===== src/rtl/alu_seq_pkg.sv =====
// Shared operation codes, flag bit positions and FSM state type for the sequential ALU.
package alu_seq_pkg;

  localparam logic [3:0] ALU_ADD = 4'd0;
  localparam logic [3:0] ALU_SUB = 4'd1;
  localparam logic [3:0] ALU_AND = 4'd2;
  localparam logic [3:0] ALU_OR  = 4'd3;
  localparam logic [3:0] ALU_XOR = 4'd4;
  localparam logic [3:0] ALU_SHL = 4'd5;
  localparam logic [3:0] ALU_SHR = 4'd6;
  localparam logic [3:0] ALU_MUL = 4'd7;

  localparam int unsigned FLAG_C = 3;
  localparam int unsigned FLAG_Z = 2;
  localparam int unsigned FLAG_N = 1;
  localparam int unsigned FLAG_V = 0;

  typedef enum logic [0:0] {StIdle, StMul} alu_state_e;

endpackage


===== src/rtl/alu_seq_if.sv =====
// Controller-side request/result bundle of the sequential ALU.
interface alu_seq_if #(
  parameter int unsigned N = 8
);
  logic         start;
  logic [3:0]   mode;
  logic         cin;
  logic [N-1:0] in_a;
  logic [N-1:0] in_b;
  logic [N-1:0] out;
  logic [N-1:0] out_hi;
  logic [3:0]   flags;
  logic         busy;
  logic         done;

  modport master (
    output start, mode, cin, in_a, in_b,
    input  out, out_hi, flags, busy, done
  );

  modport slave (
    input  start, mode, cin, in_a, in_b,
    output out, out_hi, flags, busy, done
  );
endinterface


===== src/rtl/alu_mul_seq.sv =====
// N-cycle unsigned shift-add multiplier; done/product are valid in the cycle whose
// closing edge performs the final step, so the caller can register them on that edge.
module alu_mul_seq #(
  parameter int unsigned N  = 8,
  parameter int unsigned CW = 6
) (
  input  logic           clk,
  input  logic           reset,
  input  logic           start,
  input  logic [N-1:0]   a,
  input  logic [N-1:0]   b,
  output logic           done,
  output logic [2*N-1:0] product
);

  logic [N-1:0]   mcand_q, mcand_d;
  logic [2*N-1:0] acc_q, acc_d;
  logic [CW-1:0]  cnt_q, cnt_d;
  logic           run_q, run_d;
  logic [N:0]     partial;
  logic [2*N-1:0] step;

  always_comb begin
    // Upper half accumulates the multiplicand, lower half holds the remaining multiplier bits.
    partial = {1'b0, acc_q[2*N-1:N]} + (acc_q[0] ? {1'b0, mcand_q} : {(N+1){1'b0}});
    step    = {partial, acc_q[N-1:1]};
    done    = run_q && (cnt_q == '0);
    product = step;

    mcand_d = mcand_q;
    acc_d   = acc_q;
    cnt_d   = cnt_q;
    run_d   = run_q;
    if (start) begin
      mcand_d = a;
      acc_d   = {{N{1'b0}}, b};
      cnt_d   = CW'(N - 1);
      run_d   = 1'b1;
    end else if (run_q) begin
      acc_d = step;
      if (cnt_q == '0) begin
        run_d = 1'b0;
      end else begin
        cnt_d = cnt_q - 1'b1;
      end
    end
  end

  always_ff @(posedge clk) begin
    if (reset) begin
      mcand_q <= '0;
      acc_q   <= '0;
      cnt_q   <= '0;
      run_q   <= 1'b0;
    end else begin
      mcand_q <= mcand_d;
      acc_q   <= acc_d;
      cnt_q   <= cnt_d;
      run_q   <= run_d;
    end
  end

endmodule


===== src/rtl/alu_seq.sv =====
// Registered ALU: single-cycle logic/arith/shift ops, multi-cycle multiply, C/Z/N/V flags
// and a start/busy/done handshake.
module alu_seq
  import alu_seq_pkg::*;
#(
  parameter int unsigned N  = 8,
  parameter int unsigned CW = 6
) (
  input logic     clk,
  input logic     reset,
  alu_seq_if.slave bus
);

  alu_state_e     state_q, state_d;
  logic [N-1:0]   out_q, out_d;
  logic [N-1:0]   hi_q, hi_d;
  logic [3:0]     flags_q, flags_d;
  logic           done_q, done_d;

  logic [N:0]     add_sum;
  logic [N:0]     sub_dif;
  logic [N-1:0]   op_res;
  logic           op_c, op_v, op_ok;
  logic           mul_start, mul_done;
  logic [2*N-1:0] mul_prod;

  alu_mul_seq #(
    .N  (N),
    .CW (CW)
  ) u_mul (
    .clk     (clk),
    .reset   (reset),
    .start   (mul_start),
    .a       (bus.in_a),
    .b       (bus.in_b),
    .done    (mul_done),
    .product (mul_prod)
  );

  always_comb begin
    add_sum = {1'b0, bus.in_a} + {1'b0, bus.in_b} + {{N{1'b0}}, bus.cin};
    sub_dif = {1'b0, bus.in_a} - {1'b0, bus.in_b};
    op_res  = '0;
    op_c    = 1'b0;
    op_v    = 1'b0;
    op_ok   = 1'b1;
    case (bus.mode)
      ALU_ADD: begin
        op_res = add_sum[N-1:0];
        op_c   = add_sum[N];
        op_v   = (bus.in_a[N-1] == bus.in_b[N-1]) && (add_sum[N-1] != bus.in_a[N-1]);
      end
      ALU_SUB: begin
        op_res = sub_dif[N-1:0];
        op_c   = sub_dif[N];
        op_v   = (bus.in_a[N-1] != bus.in_b[N-1]) && (sub_dif[N-1] != bus.in_a[N-1]);
      end
      ALU_AND: op_res = bus.in_a & bus.in_b;
      ALU_OR:  op_res = bus.in_a | bus.in_b;
      ALU_XOR: op_res = bus.in_a ^ bus.in_b;
      ALU_SHL: begin
        op_res = {bus.in_a[N-2:0], 1'b0};
        op_c   = bus.in_a[N-1];
      end
      ALU_SHR: begin
        op_res = {1'b0, bus.in_a[N-1:1]};
        op_c   = bus.in_a[0];
      end
      default: op_ok = 1'b0;
    endcase
  end

  always_comb begin
    state_d   = state_q;
    out_d     = out_q;
    hi_d      = hi_q;
    flags_d   = flags_q;
    done_d    = 1'b0;
    mul_start = 1'b0;
    unique case (state_q)
      StIdle: begin
        if (bus.start) begin
          if (bus.mode == ALU_MUL) begin
            mul_start = 1'b1;
            state_d   = StMul;
          end else begin
            // Unknown codes still complete, but leave the result registers untouched.
            done_d = 1'b1;
            if (op_ok) begin
              out_d           = op_res;
              hi_d            = '0;
              flags_d[FLAG_C] = op_c;
              flags_d[FLAG_Z] = (op_res == '0);
              flags_d[FLAG_N] = op_res[N-1];
              flags_d[FLAG_V] = op_v;
            end
          end
        end
      end
      StMul: begin
        if (mul_done) begin
          state_d         = StIdle;
          done_d          = 1'b1;
          out_d           = mul_prod[N-1:0];
          hi_d            = mul_prod[2*N-1:N];
          flags_d[FLAG_C] = (mul_prod[2*N-1:N] != '0);
          flags_d[FLAG_Z] = (mul_prod == '0);
          flags_d[FLAG_N] = mul_prod[2*N-1];
          flags_d[FLAG_V] = 1'b0;
        end
      end
      default: state_d = StIdle;
    endcase
  end

  always_ff @(posedge clk) begin
    if (reset) begin
      state_q <= StIdle;
      out_q   <= '0;
      hi_q    <= '0;
      flags_q <= '0;
      done_q  <= 1'b0;
    end else begin
      state_q <= state_d;
      out_q   <= out_d;
      hi_q    <= hi_d;
      flags_q <= flags_d;
      done_q  <= done_d;
    end
  end

  assign bus.out    = out_q;
  assign bus.out_hi = hi_q;
  assign bus.flags  = flags_q;
  assign bus.done   = done_q;
  assign bus.busy   = (state_q == StMul);

endmodule


===== src/flat_wrapper.sv =====
// flat-port wrapper written by rule: the top's interface ports become plain ports
module alu_seq_flat import alu_seq_pkg::*;
#(
  parameter int unsigned N  = 8,
  parameter int unsigned CW = 6
)
  (clk, reset, bus_start, bus_mode, bus_cin, bus_in_a, bus_in_b, bus_out, bus_out_hi, bus_flags, bus_busy, bus_done);
  alu_seq_if #(.N(N)) bus_i ();
  input logic clk;
  input logic reset;
  input wire logic [$bits(bus_i.start)-1:0] bus_start;
  input wire logic [$bits(bus_i.mode)-1:0] bus_mode;
  input wire logic [$bits(bus_i.cin)-1:0] bus_cin;
  input wire logic [$bits(bus_i.in_a)-1:0] bus_in_a;
  input wire logic [$bits(bus_i.in_b)-1:0] bus_in_b;
  output wire logic [$bits(bus_i.out)-1:0] bus_out;
  output wire logic [$bits(bus_i.out_hi)-1:0] bus_out_hi;
  output wire logic [$bits(bus_i.flags)-1:0] bus_flags;
  output wire logic [$bits(bus_i.busy)-1:0] bus_busy;
  output wire logic [$bits(bus_i.done)-1:0] bus_done;
  assign bus_i.start = bus_start;
  assign bus_i.mode = bus_mode;
  assign bus_i.cin = bus_cin;
  assign bus_i.in_a = bus_in_a;
  assign bus_i.in_b = bus_in_b;
  assign bus_out = bus_i.out;
  assign bus_out_hi = bus_i.out_hi;
  assign bus_flags = bus_i.flags;
  assign bus_busy = bus_i.busy;
  assign bus_done = bus_i.done;
  alu_seq #(.N(N), .CW(CW)) u_core (.clk(clk), .reset(reset), .bus(bus_i));
endmodule

===== config.mk =====
export PLATFORM = sky130hd
export DESIGN_NAME = alu_seq_flat
export DESIGN_NICKNAME = d
export VERILOG_FILES = /design/src/rtl/alu_seq_pkg.sv /design/src/rtl/alu_seq_if.sv /design/src/rtl/alu_mul_seq.sv /design/src/rtl/alu_seq.sv /design/src/flat_wrapper.sv
export SDC_FILE = /design/constraint.sdc
export NUM_CORES = 1
export LEC_CHECK = 0
export ABC_AREA = 0
export CAP_MARGIN = 15
export CORE_ASPECT_RATIO = 0.9
export CORE_MARGIN = 8
export CORE_UTILIZATION = 57
export CTS_CLUSTER_SIZE = 10
export DETAILED_ROUTE_END_ITERATION = 12
export HOLD_SLACK_MARGIN = 0.12
export PLACE_DENSITY_LB_ADDON = 0.15
export REMOVE_ABC_BUFFERS = 1
export SLEW_MARGIN = 0
export SYNTH_ARGS = -nofsm -noshare
export SYNTH_HDL_FRONTEND = slang
export SYNTH_SLANG_ARGS = --single-unit

===== constraint.sdc =====
create_clock -name clk -period 4.48 [get_ports clk]
set_input_delay 0.896 -clock clk [delete_from_list [all_inputs] [get_ports clk]]
set_output_delay 0.896 -clock clk [all_outputs]
set_load 0.02 [all_outputs]

==> flow_summary.ini, run 1 <==
[synth]
ys.flop_type = dfxtp_1
ys_ff_latch = 53
synth_area_mm2 = 0.003995
synth-async-reset-ratio = 0
yosysWarnings = 0
yosysUniqueCellTypes = 66
avgSynthCellArea_um2 = 7.833
synthCells = 510
synth-edff-count = 0
yosysSeqAreaShare = 0.2656

[floorplan]
fp.coreArea_mm2 = 0.006930
rows = 29
dieArea_mm2 = 0.009947
initial_core_util = 0.5765
die_y_um = 95.42
ios = 46
chipWidth_um = 104.2

[hold_path]
hold_path.class = reg -> reg
hp-start = u_core.u_mul.mcand_q[2]

[clock_tree]
clockBufferDepth = 2
cts_buffers = 5
cts_root_buf = clkbuf_8
clk_pin_slew_ns = 0.09
postCtsHoldBufs = 0
postCtsSetupRepairBufs = 0
cts_resized = 0
tritoncts = yes
h-tree-depth = 2
clock_latency_ns = 0.30
cts.sinks = 53

[timing]
totalNegativeSetupSlack_ns = 0
setup_viol = 0
tightest_slew_ns = 0.9501
rsz0062_at_grt = false
clock.fmax_mhz = 256.4
drv_slew = 0
fin_crit_ns = 3.900
fin_worst_skew_ns = 0.006790
hold_viol_final = 0
relSlewSlack = 0.3608
fin_ws_ns = 0.5796
post-route-period-util = 0.8706

[placed_design]
portBuffers = 45
dp_slack_ns = 0.3168
post-dp-hpwl_um = 8797
gp_congestion = 0.9433

[global_routing]
grt_pass1_wl_um = 18460
grt_use_total = 0.2278
grt_antenna_before_repair = 0
grt_max_degree = 46
first_global_vias = 3732
grt_overflow = 0

[critical_path]
worstPathArrival_ns = 4.12
crit_fanout = 5
crit_chain = clkdlybuf4s50_1, inv_1, ha_1, inv_1, fa_1, mux2_2, a222oi_1, o21ai_1, or4_1, or4_1, o32ai_2
worstSetupStartpointType = input pin
cp_slowest_stage_delay_ns = 0.56
worstReg2RegStart = u_core.u_mul.cnt_q[0]
cpMaxStageDelayCell = clkdlybuf4s50_1
criticalPathCategory = in -> reg
endpoint_kind = register
cp.required_ns = 4.70
startpoint = bus_in_a[0]

[detailed_routing]
via_per_inst = 6.036
finalWirelength_um = 11390
m1WireLength_um = 5459
drc = 0
wl_met3_um = 760
routedWlPerCell_um = 17.82
vias = 3857
drtPass1Iterations = 5
top_layer = met4
ant_nets = 0
routed-wl-met2_um = 5060
drt_iter0_drc = 378

[cells_and_area]
final_nets = 606
drive_above_1_share = 0.05495
multiInputGateArea_mm2 = 0.002683
final_core_util = 0.6678
area_delta_synth_final_pct = 15.85
diodes = 0
fillers = 616
regArea_mm2 = 0.001061

[job]
drv_cap = 0

[power]
power.switching_uw = 307.3
p_int_uw = 750.9
p_seq_frac = 0.460
swShare = 0.2904
leakage_nw = 1.819
power.density_mw_per_mm2 = 228.6
comb_power_share = 0.236
peakVddDrop_mv = 0.1855
clock_power_share = 0.304

[outcome]
outcome = finished clean
## cell type report
| type | instances | share of cell area |
|---|---|---|
| Multi-Input combinational cell | 397 | 0.5796 |
| Sequential cell | 53 | 0.2293 |
| Timing Repair Buffer | 57 | 0.1168 |
| Inverter | 31 | 0.02514 |
| Tap cell | 93 | 0.02514 |
| Clock buffer | 6 | 0.01568 |
| Clock inverter | 2 | 0.008381 |
## registers in the layout, indices dropped and copies added (netlist names)
name and count:
u_core.u_mul.acc_q 16, u_core.bus.out 8, u_core.bus.out_hi 8, u_core.u_mul.mcand_q 8, u_core.u_mul.cnt_q 6, u_core.bus.flags 4, u_core.bus.busy 1, u_core.bus.done 1
u_core.u_mul.run_q 1
## through the flow
step / cell area [um2] / hold WS (ns) / power (mW) / cells
6_report: 4628 / 0.4522 / 1.058 / 639
5_1_grt: 4628 / 0.4814 / 1.108 / 639
4_1_cts: 4621 / 0.4562 / 1.061 / 638
3_5_place_dp: 4509 / 0.4422 / 0.7411 / 630
3_3_place_gp: 4509 / 0.4424 / 0.7396 / 630
2_1_floorplan: 3860 / 0.4257 / 0.6373 / 481
## kinds of logic after synthesis
group,Yosys count,share of synthesized area
AO/OA/AOI/OAI,134,0.2277
XOR/XNOR,11,0.02411
adder cells (fa/ha/maj),37,0.1234
buffers and inverters,60,0.06295
flip-flops,53,0.2656
multiplexers,23,0.05856
AND/OR/NAND/NOR,192,0.2377
## path summary, 6_finish.rpt
| path | endpoint | slack, ns | cells past startpoint |
|---|---|---|---|
| setup / recovery | u_core.bus.flags[2] | 0.58 | 11 |
| setup reg to reg | u_core.bus.flags[2] | 1.40 | 9 |
| hold reg to reg | u_core.u_mul.mcand_q[2] | 0.45 | 2 |
| hold / removal | u_core.u_mul.mcand_q[2] | 0.45 | 2 |
## worst max-delay path: cells and delay by family
family / cells / cell delay, ns
and+or+nand+nor: 2 / 0.94
buffers and inverters: 3 / 0.75
adders and majority gates: 2 / 0.63
AOI/OAI and AO/OA: 3 / 0.62
muxes: 1 / 0.28
## per-layer routing
layer  vias to the layer above  global-route usage
li1                       1892                   -
met1                      1831              0.3134
met2                       121              0.3671
met3                        13             0.04257
met4                         0             0.04452
met5                         -                   0
## power groups by stage
stage	combinational (mW)	clock (mW)	sequential [mW]
5_1_grt	0.272	0.348	0.488
2_1_floorplan	0.135	0	0.503
3_5_place_dp	0.243	0	0.498
4_1_cts	0.245	0.329	0.487
6_report	0.249	0.322	0.487
3_3_place_gp	0.242	0	0.497
## synth_stat cells, types with 3 or more instances
| master | count | area share |
|---|---|---|
| fa_1 | 4 | 0.020 |
| a21o_1 | 3 | 0.0056 |
| buf_6 | 3 | 0.0085 |
| nand3b_1 | 6 | 0.011 |
| or3_1 | 3 | 0.0047 |
| o221ai_1 | 4 | 0.0088 |
| nand2b_1 | 10 | 0.016 |
| a32oi_1 | 3 | 0.0066 |
| nand2_1 | 54 | 0.051 |
| or4_1 | 4 | 0.0075 |
| o2111ai_1 | 5 | 0.011 |
| nand3_1 | 13 | 0.016 |
| xnor2_1 | 6 | 0.013 |
| o21ai_0 | 13 | 0.016 |
| xor2_1 | 5 | 0.011 |
| a21oi_1 | 43 | 0.054 |
| mux2i_1 | 20 | 0.050 |
| nor3_1 | 9 | 0.011 |
| nor3b_1 | 4 | 0.0075 |
| a31oi_1 | 7 | 0.011 |
| nor2b_1 | 8 | 0.013 |
| nor2_1 | 53 | 0.050 |
| o31ai_1 | 4 | 0.0075 |
| ha_1 | 33 | 0.10 |
| mux2_2 | 3 | 0.0085 |
| clkbuf_1 | 18 | 0.017 |
| a22oi_1 | 9 | 0.017 |
| and2_1 | 9 | 0.014 |
| or2_2 | 3 | 0.0047 |
| a2111oi_0 | 3 | 0.0066 |
| buf_1 | 5 | 0.0047 |
| a211oi_1 | 15 | 0.028 |
| dfxtp_1 | 53 | 0.27 |
| o21a_1 | 3 | 0.0056 |
| inv_1 | 31 | 0.029 |
| o211ai_1 | 3 | 0.0056 |
| nor4_1 | 4 | 0.0063 |
## layout by cell type, fill, tap and decap left out, drive strengths merged, types with 13 or more instances in the layout
master          n
mux2i          20
ha             33
nand3          13
dfxtp          53
nor2           53
o21ai          14
a21oi          43
a211oi         15
clkdlybuf4s50  45
nand2          54
inv            31
No activity file was read; power rests on OpenSTA's default activity.
==> run 2, diff against run 1 <==
--- a/config.mk
+++ b/config.mk
@@ -12,8 +12,9 @@
 export CORE_UTILIZATION = 57
 export CTS_CLUSTER_SIZE = 10
 export DETAILED_ROUTE_END_ITERATION = 12
+export GPL_TIMING_DRIVEN = 0
 export HOLD_SLACK_MARGIN = 0.12
-export PLACE_DENSITY_LB_ADDON = 0.15
+export PLACE_DENSITY = 0.81
 export REMOVE_ABC_BUFFERS = 1
 export SLEW_MARGIN = 0
 export SYNTH_ARGS = -nofsm -noshare
==> run 2 against run 1 <==
  * Final cell count decreased by 1.6%
  * Critical endpoint unchanged
  * Hold slack improved by 0.0053 ns
  * Power down 5.5%
  * Clock power shrank 16%
  * Largest cell class unchanged
  * Cell area fell by 1.9%
  * Via count increased by 1.4%
  * Wire length decreased by 3.2%
  * Die area is the same
  * Clock skew increased by 0.0037 ns
  * First-iteration DRC count increased by 47%
  * Fmax decreased by 2.4%
==> flow_summary.ini, run 2 (synthesis results as in run 1) <==
[outcome]
outcome = finished clean

[hold_path]
hold_path.class = reg -> reg

[timing]
fin_crit_ns = 3.998
drv_slew = 0
rsz0062_at_grt = false
totalNegativeSetupSlack_ns = 0
relSlewSlack = 0.2823
hold_viol_final = 0
whs_ns = 0.4575
fin_worst_skew_ns = 0.01049
tightest_slew_ns = 1.073
setup_viol = 0
clock.fmax_mhz = 250.1
post-route-period-util = 0.8923
fin_ws_ns = 0.4823

[floorplan]
rows = 29
ios = 46
dieArea_mm2 = 0.009947
chipWidth_um = 104.2
fp.coreArea_mm2 = 0.006930
die_y_um = 95.42
initial_core_util = 0.5765

[critical_path]
worstSetupStartpointType = input pin
criticalPathCategory = in -> reg
cp.required_ns = 4.71
worstPathArrival_ns = 4.23
crit_fanout = 5
endpoint_kind = register

[cells_and_area]
regMostFlops = u_core.u_mul.acc_q
diodes = 0
regArea_mm2 = 0.001061
drive_above_1_share = 0.03731
final_cell_mix = nand2_1 (54), nor2_1 (53), dfxtp_1 (53)
final_nets = 596
fin_area_mm2 = 0.004538
largest_reg_flops = 16
fillers = 621
multiInputGateArea_mm2 = 0.002683
area_delta_synth_final_pct = 13.59
final_common_cell = nand2_1

[placed_design]
portBuffers = 45
post-dp-hpwl_um = 8191
dp_slack_ns = 0.2166
gp_congestion = 1.034
placed_area_mm2 = 0.004422

[detailed_routing]
drt_iter0_drc = 555
ant_nets = 0
drtPass1Iterations = 5
vias = 3910
finalWirelength_um = 11030
routedWlPerCell_um = 17.53
via_per_inst = 6.216
drc = 0

[clock_tree]
cts.sinks = 53
clockBufferDepth = 2
clock_latency_ns = 0.31
tritoncts = yes
cts_buffers = 5
postCtsSetupRepairBufs = 0
cts_root_buf = clkbuf_8
h-tree-depth = 2
cts_resized = 0
clk_pin_slew_ns = 0.09
postCtsHoldBufs = 0

[global_routing]
grt_max_degree = 47
first_global_vias = 3574
grt_use_total = 0.2173
grt_pass1_wl_um = 17810
grt_overflow = 0
grt_antenna_before_repair = 0

[power]
peakVddDrop_mv = 0.3185
power.density_mw_per_mm2 = 220.2
leakage_nw = 1.759
finalPower_uw = 999.5

[job]
drv_cap = 0
## run 2: area by class of cell
| cell class | count | area share |
|---|---|---|
| repair buffers | 47 | 0.1053 |
| clock buffers | 7 | 0.01682 |
| well taps | 93 | 0.02564 |
| clock inverters | 1 | 0.001654 |
| inverters | 31 | 0.02564 |
| flip-flops and latches | 53 | 0.2338 |
| multi-input cells | 397 | 0.5911 |
## run 2: path summary, 6_finish.rpt
path	start	endpoint	slack, ns	depth (start not counted)
min reg2reg	u_core.bus.out_hi[7]	u_core.bus.out_hi[7]	0.46	2
max reg2reg	u_core.u_mul.cnt_q[0]	u_core.bus.flags[2]	1.24	9
min	u_core.bus.out_hi[7]	u_core.bus.out_hi[7]	0.46	2
max	bus_in_a[0]	u_core.bus.flags[2]	0.48	11
## run 2: power by group
group	internal [mW]	total (mW)	switching, mW
logic	0.0987	0.244	0.145
registers	0.480	0.487	0.00697
clock network	0.111	0.269	0.158
total	0.690	0.999	0.310
## run 2: routing by layer
layer / share of wire / track usage / up-vias / wire length [um]
li1: - / - / 1874 / -
met2: 0.47 / 0.3629 / 172 / 5139
met4: 0.022 / 0.06137 / 0 / 241
met5: 0 / 0 / - / 0
met1: 0.44 / 0.2878 / 1840 / 4860
met3: 0.071 / 0.03243 / 24 / 785
## run 2: worst max-delay path: stages
cell	delay, ns
clkdlybuf4s50_1	0.60
inv_1	0.14
ha_1	0.23
inv_1	0.07
fa_1	0.42
mux2_2	0.28
a222oi_1	0.22
o21ai_1	0.14
or4_1	0.53
or4_1	0.45
o32ai_2	0.24
## run 2: metrics by stage
| stage | cells | utilization |
|---|---|---|
| after floorplan | 481 | - |
| after global placement | 619 | 0.6387 |
| after detailed placement | 619 | 0.6380 |
| after CTS | 627 | 0.6501 |
| after global routing | 629 | 0.6548 |
| final | 629 | 0.6548 |
==> run 3, diff against run 2 <==
--- a/config.mk
+++ b/config.mk
@@ -9,12 +9,12 @@
 export CAP_MARGIN = 15
 export CORE_ASPECT_RATIO = 0.9
 export CORE_MARGIN = 8
-export CORE_UTILIZATION = 57
+export CORE_UTILIZATION = 43
 export CTS_CLUSTER_SIZE = 10
 export DETAILED_ROUTE_END_ITERATION = 12
 export GPL_TIMING_DRIVEN = 0
 export HOLD_SLACK_MARGIN = 0.12
-export PLACE_DENSITY = 0.81
+export RECOVER_POWER = 25
 export REMOVE_ABC_BUFFERS = 1
 export SLEW_MARGIN = 0
 export SYNTH_ARGS = -nofsm -noshare
==> run 3 against run 2 <==
  * Clock skew decreased by 0.0038 ns
  * Hold slack got worse by 0.0020 ns
  * Die area grew 27%
  * Final cell count increased by 4.6%
  * Wire length rose by 4.5%
  * Register-to-register slack better by 0.02 ns
  * Sequential power is essentially flat
  * Worst setup slack improved by 0.036 ns
  * Critical endpoint unchanged
==> flow_summary.ini, run 3 (synthesis results as in run 1) <==
[outcome]
outcome = finished clean

[clock_tree]
tritoncts = yes
cts_buffers = 5
clockBufferDepth = 2
postCtsHoldBufs = 0
clk_pin_slew_ns = 0.10
cts_root_buf = clkbuf_8
cts_resized = 0
cts.sinks = 53
clock_latency_ns = 0.30
h-tree-depth = 2
postCtsSetupRepairBufs = 0

[detailed_routing]
ant_nets = 0
finalWirelength_um = 11530
drt_iter0_drc = 311
drc = 0
drtPass1Iterations = 5
vias = 3762
via_per_inst = 5.717
routedWlPerCell_um = 17.52

[timing]
fin_crit_ns = 3.961
fin_worst_skew_ns = 0.006714
post-route-period-util = 0.8842
relSlewSlack = 0.2909
hold_viol_final = 0
clock.fmax_mhz = 252.4
rsz0062_at_grt = false
totalNegativeSetupSlack_ns = 0
setup_viol = 0
tightest_slew_ns = 1.060
drv_slew = 0

[critical_path]
startpoint = bus_mode[0]
worstSetupStartpointType = input pin
endpoint_kind = register
cpMaxStageDelayCell = clkdlybuf4s50_1
worstReg2RegStart = u_core.u_mul.cnt_q[0]
criticalPathCategory = in -> reg
cp_top_family = simple AND/OR/NAND/NOR gates
worstPathArrival_ns = 4.18
cp_slowest_stage_delay_ns = 0.96
cp_num_buf_inv = 1
crit_chain = clkdlybuf4s50_1, nor2b_1, and2_1, o21ai_0, nand3_1, or4_1, or4_1, o32ai_2
cp.required_ns = 4.70
crit_top_cell = or4_1
crit_fanout = 27

[floorplan]
ios = 46
chipWidth_um = 117.6
rows = 33
die_y_um = 107.4
dieArea_mm2 = 0.01264
initial_core_util = 0.4398
fp.coreArea_mm2 = 0.009084

[global_routing]
first_global_vias = 3614
grt_pass1_wl_um = 18820
grt_overflow = 0
grt_use_total = 0.1799
grt_antenna_before_repair = 0
grt_max_degree = 47

[cells_and_area]
final_nets = 597
drive_above_1_share = 0.04104
fin_area_mm2 = 0.004606
largest_reg_flops = 16
final_common_cell = nand2_1
regMostFlops = u_core.u_mul.acc_q
final_cell_mix = nand2_1 (54), nor2_1 (53), dfxtp_1 (53)
area_delta_synth_final_pct = 15.28
stdcell_count = 658
diodes = 0

[power]
power.density_mw_per_mm2 = 227.7
peakVddDrop_mv = 0.1357
leakage_nw = 1.842
finalPower_mw = 1.049

[placed_design]
dp.cells = 649
post-dp-hpwl_um = 8739
gp_congestion = 0.9091
placed_area_mm2 = 0.004463
portBuffers = 45

[hold_path]
hold_path.class = reg -> reg
hp-start = u_core.bus.out[3]

[job]
drv_cap = 0
==> run 3: layout make-up <==
class	count	area (um2)
inverter	31	116.4
multi-input combinational	397	2683
timing repair buffer	48	489.2
clock inverter	2	35.03
sequential	53	1061
fill	933	4478
clock buffer	5	68.82
tap	122	152.6
==> run 3: per-layer routing <==
layer / GRT usage / share of wire / vias to the layer above
met5: 0 / 0 / -
met4: 0.04932 / 0.018 / 0
met3: 0.02832 / 0.043 / 14
met2: 0.2935 / 0.46 / 83
met1: 0.2419 / 0.48 / 1790
li1: - / - / 1875
==> run 3: worst paths after layout <==
path                                             to  slack, ns  depth (start not counted)
worst min register to register    u_core.bus.out[3]       0.46                          2
worst max-delay path            u_core.bus.flags[2]       0.52                          8
worst max register to register  u_core.bus.flags[2]       1.26                          9
worst min-delay path              u_core.bus.out[3]       0.46                          2
==> run 3: metrics by stage <==
stage            util  worst slack (ns)  hold slack, ns
5_1_grt        0.5070            0.3882          0.4772
4_1_cts        0.5028            0.5696          0.4567
3_3_place_gp   0.4913           0.06985          0.4400
2_1_floorplan       -             1.078          0.4257
6_report       0.5070            0.5187          0.4554
3_5_place_dp   0.4913            0.2631          0.4433
==> run 3: power by group <==
| group | leakage (nW) | total [mW] | switching [mW] | internal [mW] |
|---|---|---|---|---|
| Clock | 0.0540 | 0.321 | 0.158 | 0.163 |
| Sequential | 0.428 | 0.486 | 0.00658 | 0.480 |
| Combinational | 1.36 | 0.241 | 0.143 | 0.0981 |
==> run 3: worst register-to-register path, stage by stage, from the launching register on <==
cell and delay [ns]:
dfxtp_1 0.32, inv_1 0.09, ha_1 0.17, nor3b_1 0.52, nand4_1 0.55, nand2_1 0.33
nor2_1 0.07, or4_1 0.42, or4_1 0.43, o32ai_2 0.25
